--- config.mk ---
export PLATFORM = sky130hd
export DESIGN_NAME = ctrl_unit_param
export DESIGN_NICKNAME = d
export VERILOG_FILES = /design/src/rtl/ctrl_pkg.sv /design/src/rtl/ctrl_decode.sv /design/src/rtl/ctrl_unit_param.sv
export SDC_FILE = /design/constraint.sdc
export NUM_CORES = 1
export LEC_CHECK = 0
export CAP_MARGIN = 5
export CORE_MARGIN = 5
export CORE_UTILIZATION = 45
export CTS_BUF_LIST = sky130_fd_sc_hd__clkbuf_16
export CTS_CLUSTER_SIZE = 10
export DETAILED_ROUTE_END_ITERATION = 8
export GPL_ROUTABILITY_DRIVEN = 0
export PLACE_DENSITY = 0.78
export REMOVE_ABC_BUFFERS = 1
export SETUP_SLACK_MARGIN = 0.4
export SLEW_MARGIN = 0
export SYNTH_ARGS = -nofsm -noshare
export SYNTH_HDL_FRONTEND = slang
export SYNTH_SLANG_ARGS = --single-unit
export TNS_END_PERCENT = 10
--- constraint.sdc ---
create_clock -name clk -period 2.9 [get_ports clk]
set_clock_uncertainty 0.2 [all_clocks]
set_input_delay 0.58 -clock clk [delete_from_list [all_inputs] [get_ports clk]]
set_output_delay 0.58 -clock clk [all_outputs]
set_load 0.05 [all_outputs]
--- src/rtl/ctrl_pkg.sv ---
// Shared definitions for the accumulator CPU control sequencer.
// Latency: n/a (constants, types and pure combinational helpers only).
// Backpressure: n/a.
//
// Holds the opcode values, the state encoding (also exported on state_dbg),
// the control-word bit positions and the ALU operation codes.
package ctrl_pkg;

  // Opcode values, low nibble of the IR opcode field.
  localparam logic [3:0] OP_NOP   = 4'd0;
  localparam logic [3:0] OP_READ  = 4'd1;
  localparam logic [3:0] OP_WRITE = 4'd2;
  localparam logic [3:0] OP_JPNZ  = 4'd3;
  localparam logic [3:0] OP_CLAC  = 4'd4;
  localparam logic [3:0] OP_ADD   = 4'd5;
  localparam logic [3:0] OP_SUB   = 4'd6;
  localparam logic [3:0] OP_RSH   = 4'd7;
  localparam logic [3:0] OP_LSH   = 4'd8;
  localparam logic [3:0] OP_INC   = 4'd9;
  localparam logic [3:0] OP_JPZ   = 4'd10;
  localparam logic [3:0] OP_JMP   = 4'd11;
  localparam logic [3:0] OP_HALT  = 4'd15;

  // Sequencer states. Encodings 16..31 are unused and recover to TRAP.
  typedef enum logic [4:0] {
    ST_FETCH1 = 5'd0,
    ST_FETCH2 = 5'd1,
    ST_FETCH3 = 5'd2,
    ST_ADDR_A = 5'd3,
    ST_ADDR_B = 5'd4,
    ST_ADDR_C = 5'd5,
    ST_RD1    = 5'd6,
    ST_RD2    = 5'd7,
    ST_RD3    = 5'd8,
    ST_WR1    = 5'd9,
    ST_WR2    = 5'd10,
    ST_JMP1   = 5'd11,
    ST_SKIP   = 5'd12,
    ST_EXEC   = 5'd13,
    ST_HALT   = 5'd14,
    ST_TRAP   = 5'd15
  } state_e;

  // Control-word bit positions.
  localparam int CB_AR_FROM_PC  = 15;
  localparam int CB_PC_INC      = 14;
  localparam int CB_MEM_RD      = 13;
  localparam int CB_MEM_WR      = 12;
  localparam int CB_DR_FROM_MEM = 11;
  localparam int CB_IR_FROM_DR  = 10;
  localparam int CB_TR_SHIFT_DR = 9;
  localparam int CB_AR_FROM_TR  = 8;
  localparam int CB_PC_FROM_TR  = 7;
  localparam int CB_AC_FROM_DR  = 6;
  localparam int CB_DR_FROM_AC  = 5;
  localparam int CB_AC_CLR      = 4;
  localparam int CB_ALU_EN      = 3;

  // ALU operation codes carried in ctrl[2:0].
  localparam logic [2:0] ALU_ADD = 3'd0;
  localparam logic [2:0] ALU_SUB = 3'd1;
  localparam logic [2:0] ALU_INC = 3'd2;
  localparam logic [2:0] ALU_RSH = 3'd3;
  localparam logic [2:0] ALU_LSH = 3'd4;

  // True for the opcodes that run one ALU cycle in EXEC.
  function automatic logic op_is_alu(input logic [3:0] op);
    return (op == OP_ADD) || (op == OP_SUB) || (op == OP_RSH) ||
           (op == OP_LSH) || (op == OP_INC);
  endfunction

  // ALU operation selected by an ALU opcode.
  function automatic logic [2:0] alu_op_of(input logic [3:0] op);
    logic [2:0] res;
    case (op)
      OP_SUB:  res = ALU_SUB;
      OP_RSH:  res = ALU_RSH;
      OP_LSH:  res = ALU_LSH;
      OP_INC:  res = ALU_INC;
      default: res = ALU_ADD;
    endcase
    return res;
  endfunction

endpackage

--- src/rtl/ctrl_decode.sv ---
// Control-word decoder: maps (state, latched opcode, memory ready) to the datapath strobes.
// Latency: purely combinational, zero cycles.
// Backpressure: mem_rdy low in a wait state suppresses pc_inc and dr_from_mem.
//
// Ports:
//   state_i  current sequencer state
//   op_i     opcode latched in FETCH3
//   mem_rdy  effective memory-ready (already forced high when waits are disabled)
//   ctrl_o   16-bit control word
module ctrl_decode
  import ctrl_pkg::*;
(
  input  state_e      state_i,
  input  logic [3:0]  op_i,
  input  logic        mem_rdy,
  output logic [15:0] ctrl_o
);

  always_comb begin
    ctrl_o = '0;
    case (state_i)
      ST_FETCH1, ST_ADDR_A: begin
        ctrl_o[CB_AR_FROM_PC] = 1'b1;
        ctrl_o[CB_MEM_RD]     = 1'b1;
      end
      // The DR load and PC increment only commit on the cycle the memory
      // actually returns data, so a stalled read never double-increments PC.
      ST_FETCH2, ST_ADDR_B: begin
        ctrl_o[CB_MEM_RD]      = 1'b1;
        ctrl_o[CB_DR_FROM_MEM] = mem_rdy;
        ctrl_o[CB_PC_INC]      = mem_rdy;
      end
      ST_FETCH3: ctrl_o[CB_IR_FROM_DR]  = 1'b1;
      ST_ADDR_C: ctrl_o[CB_TR_SHIFT_DR] = 1'b1;
      ST_RD1: begin
        ctrl_o[CB_AR_FROM_TR] = 1'b1;
        ctrl_o[CB_MEM_RD]     = 1'b1;
      end
      ST_RD2: begin
        ctrl_o[CB_MEM_RD]      = 1'b1;
        ctrl_o[CB_DR_FROM_MEM] = mem_rdy;
      end
      ST_RD3: ctrl_o[CB_AC_FROM_DR] = 1'b1;
      ST_WR1: begin
        ctrl_o[CB_AR_FROM_TR] = 1'b1;
        ctrl_o[CB_DR_FROM_AC] = 1'b1;
      end
      ST_WR2:  ctrl_o[CB_MEM_WR]     = 1'b1;
      ST_JMP1: ctrl_o[CB_PC_FROM_TR] = 1'b1;
      // Skipping a not-taken jump's operand bytes only needs PC to advance.
      ST_SKIP: ctrl_o[CB_PC_INC] = 1'b1;
      ST_EXEC: begin
        if (op_i == OP_CLAC) begin
          ctrl_o[CB_AC_CLR] = 1'b1;
        end else if (op_is_alu(op_i)) begin
          ctrl_o[CB_ALU_EN] = 1'b1;
          ctrl_o[2:0]       = alu_op_of(op_i);
        end
      end
      // HALT, TRAP and any undefined encoding drive nothing.
      default: ctrl_o = '0;
    endcase
  end

endmodule

--- src/rtl/ctrl_unit_param.sv ---
// Multi-cycle control sequencer for the accumulator CPU (fetch, operand-address assembly, execute).
// Latency: ALU/CLAC 4, NOP 3, READ 6+3N, WRITE 5+3N, jump taken 4+3N, not taken 3+N cycles (N = ADDR_BYTES).
// Backpressure: every mem_ready=0 cycle in a memory wait state holds the sequencer for one cycle.
//
// Ports:
//   clk, rst_n  rising-edge clock, asynchronous active-low reset
//   opcode      IR opcode field, sampled only in FETCH3
//   z_flag      accumulator-zero flag, sampled only in FETCH3
//   mem_ready   memory completes the current access this cycle
//   ctrl        16-bit datapath control word
//   halted      core is in HALT (sticky until reset)
//   illegal     core is in TRAP (sticky until reset)
//   state_dbg   current state encoding
module ctrl_unit_param
  import ctrl_pkg::*;
#(
  parameter int OP_W       = 4,  // >= 4; any set bit above bit 3 is illegal
  parameter int ADDR_BYTES = 2,  // operand-address bytes, 1..4
  parameter int WAIT_EN    = 1   // 0: mem_ready is ignored and treated as 1
) (
  input  logic            clk,
  input  logic            rst_n,
  input  logic [OP_W-1:0] opcode,
  input  logic            z_flag,
  input  logic            mem_ready,
  output logic [15:0]     ctrl,
  output logic            halted,
  output logic            illegal,
  output logic [4:0]      state_dbg
);

  // Byte counter value on the final operand byte.
  localparam logic [1:0] CNT_LAST = 2'(ADDR_BYTES - 1);

  state_e      state_q, state_d;
  logic [3:0]  op_q, op_d;
  logic [1:0]  cnt_q, cnt_d;
  logic        halted_q, halted_d;
  logic        illegal_q, illegal_d;

  logic        mem_rdy;
  logic        op_hi;
  logic        op_illegal;
  logic        last_byte;
  logic [15:0] dec_ctrl;

  assign mem_rdy = (WAIT_EN != 0) ? mem_ready : 1'b1;

  // Any bit of a wide opcode above the base nibble marks it illegal.
  always_comb begin
    op_hi = 1'b0;
    for (int i = 4; i < OP_W; i++) begin
      op_hi = op_hi | opcode[i];
    end
  end

  assign op_illegal = op_hi || (opcode[3:0] == 4'd12) ||
                      (opcode[3:0] == 4'd13) || (opcode[3:0] == 4'd14);

  assign last_byte = (cnt_q == CNT_LAST);

  // Next-state logic.
  always_comb begin
    state_d = state_q;
    op_d    = op_q;
    cnt_d   = cnt_q;
    case (state_q)
      ST_FETCH1: state_d = ST_FETCH2;
      ST_FETCH2: if (mem_rdy) state_d = ST_FETCH3;
      ST_FETCH3: begin
        op_d  = opcode[3:0];
        cnt_d = 2'd0;
        if (op_illegal) begin
          state_d = ST_TRAP;
        end else begin
          case (opcode[3:0])
            OP_HALT: state_d = ST_HALT;
            OP_NOP:  state_d = ST_FETCH1;
            OP_CLAC, OP_ADD, OP_SUB, OP_RSH, OP_LSH, OP_INC:
              state_d = ST_EXEC;
            // Not-taken jumps skip over their operand bytes without reading them.
            OP_JPNZ: state_d = z_flag ? ST_SKIP : ST_ADDR_A;
            OP_JPZ:  state_d = z_flag ? ST_ADDR_A : ST_SKIP;
            default: state_d = ST_ADDR_A;  // READ, WRITE, JMP
          endcase
        end
      end
      ST_ADDR_A: state_d = ST_ADDR_B;
      ST_ADDR_B: if (mem_rdy) state_d = ST_ADDR_C;
      ST_ADDR_C: begin
        cnt_d = cnt_q + 2'd1;
        if (last_byte) begin
          case (op_q)
            OP_READ:  state_d = ST_RD1;
            OP_WRITE: state_d = ST_WR1;
            default:  state_d = ST_JMP1;
          endcase
        end else begin
          state_d = ST_ADDR_A;
        end
      end
      ST_RD1:  state_d = ST_RD2;
      ST_RD2:  if (mem_rdy) state_d = ST_RD3;
      ST_RD3:  state_d = ST_FETCH1;
      ST_WR1:  state_d = ST_WR2;
      ST_WR2:  if (mem_rdy) state_d = ST_FETCH1;
      ST_JMP1: state_d = ST_FETCH1;
      ST_SKIP: begin
        cnt_d = cnt_q + 2'd1;
        if (last_byte) state_d = ST_FETCH1;
      end
      ST_EXEC: state_d = ST_FETCH1;
      ST_HALT: state_d = ST_HALT;
      ST_TRAP: state_d = ST_TRAP;
      // A corrupted state register parks the core in TRAP.
      default: state_d = ST_TRAP;
    endcase

    halted_d  = (state_d == ST_HALT);
    illegal_d = (state_d == ST_TRAP);
  end

  always_ff @(posedge clk or negedge rst_n) begin
    if (!rst_n) begin
      state_q   <= ST_FETCH1;
      op_q      <= 4'd0;
      cnt_q     <= 2'd0;
      halted_q  <= 1'b0;
      illegal_q <= 1'b0;
    end else begin
      state_q   <= state_d;
      op_q      <= op_d;
      cnt_q     <= cnt_d;
      halted_q  <= halted_d;
      illegal_q <= illegal_d;
    end
  end

  ctrl_decode u_decode (
    .state_i (state_q),
    .op_i    (op_q),
    .mem_rdy (mem_rdy),
    .ctrl_o  (dec_ctrl)
  );

  // Reset silences every strobe immediately, so an in-flight write cannot
  // keep mem_wr asserted while rst_n is low.
  assign ctrl      = rst_n ? dec_ctrl : 16'h0000;
  assign halted    = halted_q;
  assign illegal   = illegal_q;
  assign state_dbg = state_q;

endmodule

; Yosys cells after proc, flatten, opt, wreduce, memory -nomap -nowiden
; Cells that the tools add are included.
[word_totals]
out_inout_bits = 23
regBits = 13
in_bits = 8
[op_classes]
n_reduce_logical = 17
n_addsub = 1
mux = 30
n_eq_ne = 37
[ops]
columns = operator, n
row1 = one-hot mux 5 bit (13 select lines), 1
row2 = "== test 5 x 4 -> 1 bit, second input constant", 9
row3 = "== test 4 bit, second input constant", 9
row4 = two-way mux 5 bit, 7
row5 = "== test 4 x 3 -> 1 bit, second input constant", 8
row6 = "== test 5 x 3 -> 1 bit, second input constant", 4
row7 = two-way mux 4 bit, 5
row8 = one-hot mux 4 bit (5 select lines), 1
row9 = two-way mux 16 bit, 1
row10 = one-hot mux 3 bit (4 select lines), 1
row11 = OR reduction 6 bit, 2
row12 = two-way mux 1 bit, 11
row13 = "== test 5 x 2 -> 1 bit, second input constant", 2
row14 = "== test 4 x 2 -> 1 bit, second input constant", 2
row15 = one-hot mux 4 bit (2 select lines), 1
row16 = OR reduction 2 bit, 4
row17 = logical OR 1 bit, 6
row18 = OR reduction 3 bit, 2
row19 = "== test 5 x 1 -> 1 bit, second input constant", 1
row20 = zero test 5 bit, 1
row21 = "== test 4 x 1 -> 1 bit, second input constant", 1
row22 = zero test 4 bit, 1
row23 = one-hot mux 2 bit (2 select lines), 1
row24 = "adder 2 x 1 -> 2 bit, second input constant", 1
row25 = other kinds (3), 3

; Longest topological paths before layout
; Gate-level depths: netlist (run 1).
[logic_depth]
word_depth = 9
depth_mapped = 7

; Modules after synthesis
; From an unflattened synthesis (run 1), not the netlist that was laid out.
[hier_totals]
hier_cells = 157
hier_area_um2 = 1332.5
[modules_own_cells]
columns = mod, instances, cells_per_inst, area_per_inst_um2
row1 = ctrl_unit_param, 1, 114, 1038.5
row2 = ctrl_decode, 1, 43, 294.0

; Worst setup path after synthesis (run 1)
; OpenSTA, ideal clock, no wires.
[synth_timing]
path_kind = reg2out
from = reg state_q[0], in the netlist state_dbg[0]
to = out ctrl[13]
required_time_ns = 2.120
setup_slack_ns = -1.451
arrival_time_ns = 3.571
path_buffers = 2
path_stages_with_launch = 5
cell_sequence = dfrtp_1 -> buf_2 -> buf_2 -> nor2_1 -> a2111oi_0
[synth_between]
elab_chain_len = 4
word_cells_on_any_way = 9
[synth_rtl]
columns = element, line_no
row1 = start: declaration, ctrl_unit_param.sv:35  ; state_e state_q, state_d;
row2 = start signal: assignment, ctrl_unit_param.sv:131  ; state_q <= state_d;
row3 = == test 5 x 1 -> 1 bit (tied with other cells), ctrl_decode.sv:21  ; case (state_i)
row4 = OR reduction 6 bit (no source line) *, -
row5 = two-way mux 1 bit *, ctrl_decode.sv:21
row6 = two-way mux 16 bit *, ctrl_unit_param.sv:148  ; assign ctrl = rst_n ? dec_ctrl : 16'h0000;
row7 = end: declaration, ctrl_unit_param.sv:26  ; output logic [15:0] ctrl,
; Every way passes the cells marked *; elsewhere a longest branch is shown, timed or not.

; Worst setup path in the final report (run 1)
[layout_timing]
from = reg state_q[2], in the netlist state_dbg[2]
to = out ctrl[1]
[layout_between]
elab_chain_len = 3
[layout_rtl]
columns = element, line_no
row1 = == test 5 x 4 -> 1 bit, ctrl_decode.sv:21
row2 = two-way mux 5 bit, ctrl_decode.sv:21
row3 = two-way mux 16 bit, ctrl_unit_param.sv:148
; No other way between the ends.

==> results.md, run 1 <==
* Total routed wirelength at 3.79 mm
* Cells along the critical path: nand2_1 -> or4_4 -> a211oi_1 -> buf_4 -> buf_12
* Skew-Pair Late Insertion Delay at approximately 240 ps
* Synth Flop Type: dfrtp_1
* Grt ovf at 0
* CTS tree: done
* Post-route ant nets at 0
* YS warnings at 0
* Reg clk slew, reported paths at around 40 ps
* Ant diodes at 0
* Layout area overhead at 59.5%
* # placed instances at approximately 220
* Gr usage total at between 20% and 30%
* Ranking of synthesized cells by area: dfrtp_1 (28%), nand2_1 (6.2%), nor2_1 (5.5%), o21ai_0 (5.2%), nand3_1 (3.5%)
* Area leader, netlist: dfrtp_1
* CP peak stage delay at 550 ps
* Fillcell total at roughly 170
* Standard-cell rows at 18
* Slew at the pin closest to its max-slew limit at 510 ps
* Final Power at 1.65 mW
* CTS Buffer Depth at 2
* Ys async rst share at 100%
* Fin crit share at 87.1%
* Status: completed
* Crit Path Class: reg2out
* Nets at 200
* Slew Viols, Final at 0
* Initial DRC count at 85
* Mean Syn Cell Area at approximately 7.7 sq um
* Quantity of I/O buffers inserted on ports at 30
* Initial antenna violation count at 0
* Synthesis-stage register bit count at 13
* Global-route wire length before repair at 6.25 mm
* Chip height at ~60 microns
* Fin crit period at ~2500 ps
* Cells after synthesis at roughly 150
* Power density cells at 897 mW/mm^2
* Vias in the first global route at roughly 1300
* I/O Pins at 31
* Top cell type's share of synthesized area at 28.1%
* Register area share after synthesis at between 20 and 30%
* Setup Total Neg Slack at 0 ps
* Family with the most delay on the worst path: simple AND/OR/NAND/NOR gates
* Max H-tree Level at 1
* Count of cell types in the netlist at 47
* RSZ-0062 raised after global routing: true
* Layout cells sized above 1 at between 20% and 30%
* Max Cap Viol at 0
* Die ar. at approximately 0.0037 sq mm
* Utilization after layout at 74.5%
* Wirelength per Cell at between 15 and 20 microns
* CP endpoint kind: output port
* Leak Pwr at between 0.7 and 0.8 nW
* Worst EP arrival at 1750 ps
* # DRC at 0
* Effective utilization at floorplan at 46.7%
* Most instantiated cells after synthesis: nand2_1 (19), nor2_1 (17), dfrtp_1 (13)
* Die Span X at 60.7 microns
* Post-Syn Area at between 0.001 and 0.0015 sq mm
* Largest net degree at the start of global routing at 19
* TritonCTS Sinks at 13
* Drt pass-1 iters at 4
* Count of final setup violators at 0
* Hold WC Path Type: in2async
* Post-DR vias/cell at just over 6
* WP buf/inv at 2
* CTS root buf: clkbuf_16
* VDD IR max at about 0.0008 V
* Fmax at between 300 and 400 MHz
* CORE AREA at between 0.002 and 0.0025 sq mm
* Final Non-Filler Cells at 220
* Setup slack after layout at about 370 ps
* CP Max Fanout at 4
* Rel. slew slack at around 66%
* Critical Path Slowest Stage Cell: or4_4
* # hold bufs at CTS at 0
* Vias after detailed routing at roughly 1300
* Most frequent cell after synthesis: nand2_1
* Detailed Place HPWL at about 2.8 mm
* Hold Vio Cnt, Final at 0
* Startpoint class of the critical path: flop
* Worst Path Required at ~2100 ps
* CTS buffer count at 3
* Number of enable flip-flop cells after synthesis at 0
* Pre-CTS setup slack at -180 ps
-- placed cells by master (no fill, tap or decap), types with 2 or more instances in the layout --
master / n
a2111oi_1: 2
a211oi_1: 2
a21oi_1: 3
a22o_1: 2
a311oi_2: 2
a31oi_1: 2
and2_1: 3
buf_12: 16
buf_4: 14
clkbuf_16: 3
clkdlybuf4s50_1: 13
dfrtp_1: 13
inv_1: 5
inv_2: 2
nand2_1: 18
nand2b_1: 5
nand3_1: 8
nor2_1: 16
nor2b_1: 2
nor3_1: 7
nor3b_1: 2
nor4b_1: 2
o21ai_0: 12
o2bb2ai_1: 2
-- path summary, 6_finish.rpt --
check,from,endpoint,slack (ps),cells past startpoint
hold / removal,rst_n,state_dbg[4],90,2
setup reg to reg,op_q[1],illegal,690,5
setup / recovery,state_dbg[2],ctrl[1],370,5
max in group asynchronous,rst_n,state_dbg[3],2230,2
min in group clk,cnt_q[0],cnt_q[0],310,1
hold reg to reg,cnt_q[0],cnt_q[0],310,1
-- logic make-up (layout without fill, tap and decap cells) --
family	count (synthesis)	in the layout	synth area share [%]
AO/OA/AOI/OAI	37	37	22.8
buffers and inverters	15	54	6.05
flip-flops	13	13	28.1
other	1	1	0.324
AND/OR/NAND/NOR	84	84	41.6
adder cells (fa/ha/maj)	1	1	1.08
-- stage by stage --
step / area, sq um / hold WS (ps)
6_report: 1850 / 95.0
3_3_place_gp: 1710 / 282
5_1_grt: 1850 / 111
3_5_place_dp: 1710 / 296
4_1_cts: 1830 / 100
2_1_floorplan: 1110 / 84.4
-- final cells by class --
class	count	area, sq um	area share (%)
clock inverter	1	3.75	0.203
clock buffer	3	75.1	4.07
tap	30	37.5	2.03
multi-input combinational	123	821	44.5
timing repair buffer	44	561	30.4
sequential	13	325	17.6
inverter	6	22.5	1.22
-- registers in the layout, indices dropped and copies added (netlist names) --
| register | cells |
|---|---|
| illegal | 1 |
| op_q | 4 |
| state_dbg | 5 |
| cnt_q | 2 |
| halted | 1 |
-- power breakdown --
part	switching [mW]	total (mW)	internal, mW
registers	0.0873	0.346	0.259
clock network	0.0725	0.254	0.181
logic	0.653	1.05	0.402
total	0.813	1.65	0.842
-- routing by layer --
layer	share of wire (%)	vias up	global-route usage [%]	wire length (microns)
li1	-	636	-	-
met2	54	58	38.9	2060
met1	37	643	27.5	1390
met3	7.0	11	4.68	266
met5	0	-	0	0
met4	1.8	0	7.74	68
-- worst register-to-register path, stage by stage, from the launching register on --
cell       delay (ps)
dfrtp_1           500
or4b_4            600
nor4b_2           250
a2111oi_1          70
o21a_1            210
a311oi_2          280
-- timing repair --
item / in CTS / in global routing
buffers inserted: 1 / 0
pin swaps: 5 / 0
resized for setup: 16 / 4
endpoints found under the setup margin: 15 / 14
Note: power is estimated with default switching activity, not from simulation.
==> run 2, diff against run 1 <==
--- a/config.mk
+++ b/config.mk
@@ -19,4 +19,3 @@
 export SYNTH_ARGS = -nofsm -noshare
 export SYNTH_HDL_FRONTEND = slang
 export SYNTH_SLANG_ARGS = --single-unit
-export TNS_END_PERCENT = 10
==> run 2 against run 1 <==
  * Combinational power increased by 6%
  * Via count increased by 1.6%
  * Clock-buffer cell count unchanged
  * Design area increased by 2.9%
  * Critical endpoint unchanged
==> results.md, run 2 (same netlist as run 1, synthesis figures left out) <==
* Status: completed (unchanged)
* Utilization after layout at 76.7% (was 74.5%)
* VDD IR max at 0.000794 V (was 0.000783 V)
* Layout area overhead at 64.1% (was 59.5%)
* Reg clk slew, reported paths at 40 ps (about the same)
* Quantity of I/O buffers inserted on ports at 30 (unchanged)
* RSZ-0062 raised after global routing: true (unchanged)
* CORE AREA at 0.00248 sq mm (unchanged)
* Initial antenna violation count at 0 (unchanged)
* Cells along the critical path: or4_4 -> a211oi_1 -> buf_4 -> buf_12 (was nand2_1 -> or4_4 -> a211oi_1 -> buf_4 -> buf_12)
* Nets at 200 (unchanged)
* Initial DRC count at 65 (was 85)
* I/O Pins at 31 (unchanged)
* Worst Path Required at 2120 ps (about the same)
* Fin crit period at 2540 ps (was 2530 ps)
* CTS root buf: clkbuf_16 (unchanged)
* Hold Vio Cnt, Final at 0 (unchanged)
* Crit Path Class: reg2out (unchanged)
* Layout cells sized above 1 at 29.5% (was 27.9%)
* Detailed Place HPWL at 2.79 mm (unchanged)
* CP Max Fanout at 4 (unchanged)
* Die Span X at 60.7 microns (unchanged)
* Combinational power share at 64.9% (was 63.8%)
* Post-DR vias/cell at 6.23 (was 6.13)
* CP peak stage delay at 600 ps (was 550 ps)
* Int Pwr at 0.859 mW (was 0.842 mW)
* Total routed wirelength at 4.07 mm (was 3.79 mm)
* Worst EP arrival at 1760 ps (was 1750 ps)
* NetSw at 0.857 mW (was 0.813 mW)
* Max reg flops at 5 (unchanged)
* Drt pass-1 iters at 5 (was 4)
* CTS Buffer Depth at 2 (unchanged)
* Ant diodes at 0 (unchanged)
* Die ar. at 0.00369 sq mm (unchanged)
* Effective utilization at floorplan at 46.7% (unchanged)
* Most frequent cells in the layout: nand2_1 (18), buf_12 (16), nor2_1 (15) (was nand2_1 (18), nor2_1 (16), buf_12 (16))
* Vias in the first global route at 1358 (was 1344)
* Count of final setup violators at 0 (unchanged)
* Vias after detailed routing at 1370 (was 1348)
* Critical Path Slowest Stage Cell: or4_4 (unchanged)
* Commonest non-fill, non-tap cell in the layout: nand2_1 (unchanged)
* Rel. slew slack at 65.9% (about the same)
* Slew at the pin closest to its max-slew limit at 510 ps (about the same)
* CP endpoint kind: output port (unchanged)
* Startpoint class of the critical path: flop (unchanged)
* Fmax at 393 MHz (was 396 MHz)
* Hold_ws at 93.3 ps (was 95.0 ps)
* Power share of the clock group at 14.9% (was 15.3%)
* Standard-cell rows at 18 (unchanged)
* TritonCTS Sinks at 13 (unchanged)
* Leak Pwr at 0.754 nW (was 0.728 nW)
* Slew Viols, Final at 0 (unchanged)
* Max H-tree Level at 1 (unchanged)
* Grt ovf at 0 (unchanged)
* Power density cells at 904 mW/mm^2 (was 897 mW/mm^2)
* # DRC at 0 (unchanged)
* Global-route wire length before repair at 6.33 mm (was 6.25 mm)
* Skew-Pair Late Insertion Delay at 240 ps (about the same)
* Gr usage total at 22.8% (was 22.4%)
* Wirelength per Cell at 18.5 microns (was 17.2 microns)
* Largest net degree at the start of global routing at 19 (unchanged)
* CTS buffer count at 3 (unchanged)
* Hold WC Path Type: in2async (unchanged)
* Post-route ant nets at 0 (unchanged)
* CTS tree: done (unchanged)
* Chip height at 60.7 microns (unchanged)
* Max Cap Viol at 0 (unchanged)
* Sequential fraction of design power at 20.2% (was 20.9%)
* Sw frac at 49.9% (was 49.1%)
* Fin crit share at 87.7% (was 87.1%)
[run 2: timing repair]
item | CTS | global route
setup buffers | 1 | 0
resized for setup | 20 | 12
endpoints found under the setup margin | 15 | 12
hold buffers | 0 | 0
hold endpoints to repair | 0 | 0
pin swaps | 5 | 0
[run 2: metal layers]
layer	part of all wire, %	routed length, microns	global-route usage (%)	up-vias
met4	2.6	106	8.05	0
met5	0	0	0	-
met2	54	2200	40.0	74
met1	37	1510	27.7	641
met3	6.3	257	4.26	20
li1	-	-	-	635
[run 2: final timing paths]
kind                               from  slack [ps]      endpoint  cells past startpoint
setup / recovery           state_dbg[1]         360       ctrl[1]                      4
hold / removal                    rst_n          90  state_dbg[4]                      2
setup reg to reg                op_q[1]         700       illegal                      5
hold reg to reg                cnt_q[0]         310      cnt_q[0]                      1
max in group asynchronous         rst_n        2240  state_dbg[1]                      2
min in group clk               cnt_q[0]         310      cnt_q[0]                      1
[run 2: stage by stage]
step	instance area [sq um]	TNS [ps]	cells	worst slack, ps	power (mW)
after global routing	1900	0	220	279	1.82
after detailed placement	1710	-714	215	-180	1.33
after floorplan	1110	-5580	142	-1480	0.982
after CTS	1840	0	220	376	1.64
final	1900	0	220	356	1.72
after global placement	1710	-508	215	-167	1.29
[run 2: power by group through the flow]
stage	Sequential (mW)	Combinational, mW	Clock [mW]
6_report	0.346	1.11	0.256
5_1_grt	0.363	1.19	0.268
4_1_cts	0.338	1.04	0.257
3_5_place_dp	0.332	1.00	0
3_3_place_gp	0.324	0.969	0
2_1_floorplan	0.527	0.455	0
[run 2: layout make-up]
type | instances | area (sq um)
Clock buffer | 3 | 75.1
Clock inverter | 1 | 3.75
Fill cell | 158 | 578
Inverter | 6 | 22.5
Multi-Input combinational cell | 123 | 867
Sequential cell | 13 | 325
Tap cell | 30 | 37.5
Timing Repair Buffer | 44 | 568
[run 2: worst max-delay path, delay by kind of cell, from the launching register on]
family,cells,cell delay [ps]
and+or+nand+nor,1,600
DFF,1,410
AOI/OAI and AO/OA,1,220
buffers and inverters,2,290
==> run 3, diff against run 2 <==
==> constraint.sdc (replaced) <==
create_clock -name clk -period 2.6 [get_ports clk]
set_clock_uncertainty 0.2 [all_clocks]
set_input_delay 0.52 -clock clk [delete_from_list [all_inputs] [get_ports clk]]
set_output_delay 0.52 -clock clk [all_outputs]
set_load 0.05 [all_outputs]
==> run 3 against run 2 <==
  * Global-route usage increased by 6.6 points
  * Sequential share of layout area is 2.8 points lower
  * Cell count rose by 13%
  * Flip-flop and latch count is the same
  * Largest cell class unchanged
  * Highest routed layer unchanged
  * Design area up 21%
  * Hold slack better by 67 ps
  * Via count increased by 30%
  * Clock-buffer cell count unchanged
  * Largest power group unchanged
==> results.md, run 3 (same netlist as run 1, synthesis figures left out) <==
* Status: completed (unchanged)
* CP Max Fanout at 4 (unchanged)
* Fmax at between 300 and 400 MHz
* Sw frac at 52.0% (was 49.9%)
* Detailed Place HPWL at 2.86 mm (was 2.79 mm)
* CTS root buf: clkbuf_16 (unchanged)
* NetSw at 1.28 mW (was 0.857 mW)
* CP endpoint kind: output port (unchanged)
* Max reg flops at 5 (unchanged)
* Commonest non-fill, non-tap cell in the layout: buf_4 (was nand2_1)
* Initial antenna violation count at 0 (unchanged)
* Rel. slew slack at 65.4% (was 65.9%)
* Post-DR vias/cell at 7.17 (was 6.23)
* Setup Total Neg Slack at 0 ps (unchanged)
* Standard-cell rows at 18 (unchanged)
* Chip height at 60.7 microns (unchanged)
* Ant diodes at 0 (unchanged)
* Effective utilization at floorplan at 46.7% (unchanged)
* Power share of the clock group at 11.6% (was 14.9%)
* CTS buffer count at 3 (unchanged)
* R2R setup slack at 320 ps (was 700 ps)
* CP peak stage delay at 500 ps (was 600 ps)
* Family with the most delay on the worst path: simple AND/OR/NAND/NOR gates (unchanged)
* Grt ovf at 0 (unchanged)
* Post-route ant nets at 0 (unchanged)
* Startpoint class of the critical path: flop (unchanged)
* Die Span X at 60.7 microns (unchanged)
* Hold Vio Cnt, Final at 0 (unchanged)
* Power density cells at 1080 mW/mm^2 (was 904 mW/mm^2)
* TritonCTS Sinks at 13 (unchanged)
* Layout cells sized above 1 at 49.5% (was 29.5%)
* RR Startpoint: state_dbg[2] (was op_q[1])
* Slew Viols, Final at 0 (unchanged)
* Vias in the first global route at 1538 (was 1358)
* Reg clk slew, reported paths at 40 ps (about the same)
* Die ar. at 0.00369 sq mm (unchanged)
* Slew at the pin closest to its max-slew limit at 522 ps (was 510 ps)
* Skew-Pair Late Insertion Delay at 240 ps (about the same)
* Fin crit share at between 90% and 100%
* Int Pwr at 1.18 mW (was 0.859 mW)
* Max Cap Viol at 0 (unchanged)
* Worst EP arrival at 1850 ps (was 1760 ps)
* Nets at 228 (was 200)
* Max H-tree Level at 1 (unchanged)
* Reg2reg path depth at 7 (was 5)
* Quantity of I/O buffers inserted on ports at 30 (unchanged)
* Fin crit period at between 2000 and 3000 ps
* Wirelength per Cell at 26.0 microns (was 18.5 microns)
* Hold WC Path Type: in2async (unchanged)
* Critical Path Slowest Stage Cell: or4_4 (unchanged)
* Initial DRC count at 271 (was 65)
* Layout area overhead at 98.1% (was 64.1%)
* Largest net degree at the start of global routing at 19 (unchanged)
* Count of final setup violators at 0 (unchanged)
* Gr usage total at 29.4% (was 22.8%)
* Worst R2R End: halted (was illegal)
* Total routed wirelength at 6.45 mm (was 4.07 mm)
* Utilization after layout at 92.5% (was 76.7%)
* Cells along the critical path: inv_2 -> nand2_2 -> or4_4 -> a211oi_2 -> buf_4 -> buf_12 (was or4_4 -> a211oi_1 -> buf_4 -> buf_12)
* I/O Pins at 31 (unchanged)
* Setup slack after layout at 27.6 ps (was 356 ps)
* Worst Path Required at 1880 ps (was 2120 ps)
* VDD IR max at 0.000985 V (was 0.000794 V)
* CTS Buffer Depth at 2 (unchanged)
* Final Power at 2.47 mW (was 1.72 mW)
* RSZ-0062 raised after global routing: true (unchanged)
* Vias after detailed routing at 1778 (was 1370)
* Drt pass-1 iters at 6 (was 5)
* CTS tree: done (unchanged)
* Crit Path Class: reg2out (unchanged)
* CORE AREA at 0.00248 sq mm (unchanged)
* WP buf/inv at 3 (was 2)
* # DRC at 0 (unchanged)
* Leak Pwr at 0.948 nW (was 0.754 nW)
* Global-route wire length before repair at 8.01 mm (was 6.33 mm)
* Sequential fraction of design power at 16.5% (was 20.2%)
* Most frequent cells in the layout: buf_4 (36), nand2_1 (17), buf_12 (16) (was nand2_1 (18), buf_12 (16), nor2_1 (15))
* Combinational power share at 71.9% (was 64.9%)
* Pre-CTS setup slack at -398 ps (was -180 ps)
-- run 3: cell types whose count changed in the layout (fill, tap and decap cells not counted), moves of 4 or more --
cell | before | now
buf_4 | 13 | 36
clkdlybuf4s50_1 | 10 | 2
dlygate4sd2_1 | 1 | 8
nor2_1 | 15 | 9
buf_6 | 1 | 6
nor2_2 | 0 | 4
-- run 3: cell type report --
cell class	count	area, sq um
repair buffers	72	796
flip-flops and latches	13	328
inverters	6	22.5
clock inverters	1	3.75
clock buffers	3	75.1
well taps	30	37.5
fillers	84	185
multi-input cells	123	1030
-- run 3: routing by layer --
metal / part of all wire (%) / routed length [microns] / global-route usage [%]
met5: 0 / 0 / 0
met4: 8.6 / 556 / 14.2
met3: 10 / 662 / 4.68
met2: 47 / 3030 / 48.9
met1: 34 / 2200 / 37.0
-- run 3: stage by stage --
stage          cell area (sq um)  hold slack, ps  cells
2_1_floorplan               1110            24.4    142
3_3_place_gp                1760             282    223
3_5_place_dp                1760             306    223
4_1_cts                     2070             151    236
5_1_grt                     2290             160    248
6_report                    2290             161    248
-- run 3: worst register-to-register path, stage by stage (launching register included) --
cell	delay [ps]
dfrtp_1	420
buf_6	170
buf_4	170
nor3b_1	430
o21ai_0	250
a21oi_1	260
nor3_1	110
nor3b_2	180
-- run 3: how the worst max path moves through the flow --
stage                 startpoint        to  slack, ps  cells after the start
finish              state_dbg[4]   ctrl[1]         30                      6
global route        state_dbg[4]   ctrl[4]        -30                      6
CTS                 state_dbg[4]   ctrl[4]        120                      6
detailed placement         rst_n   ctrl[2]       -400                      6
global placement           rst_n   ctrl[4]       -350                      6
floorplan           state_dbg[2]  ctrl[13]      -1720                      3
-- run 3: what timing repair did --
item,in CTS,in global routing
hold endpoints to repair,0,0
pin swaps,12,8
endpoints found under the setup margin,25,21
resized for setup,51,27
buffers inserted,9,12
hold buffers,0,0
-- run 3: power groups by stage --
| stage | combinational [mW] | clock [mW] | sequential (mW) |
|---|---|---|---|
| 6_report | 1.77 | 0.287 | 0.407 |
| 5_1_grt | 1.82 | 0.311 | 0.413 |
| 4_1_cts | 1.39 | 0.289 | 0.390 |
| 2_1_floorplan | 0.508 | 0 | 0.587 |
| 3_3_place_gp | 1.11 | 0 | 0.362 |
| 3_5_place_dp | 1.14 | 0 | 0.374 |
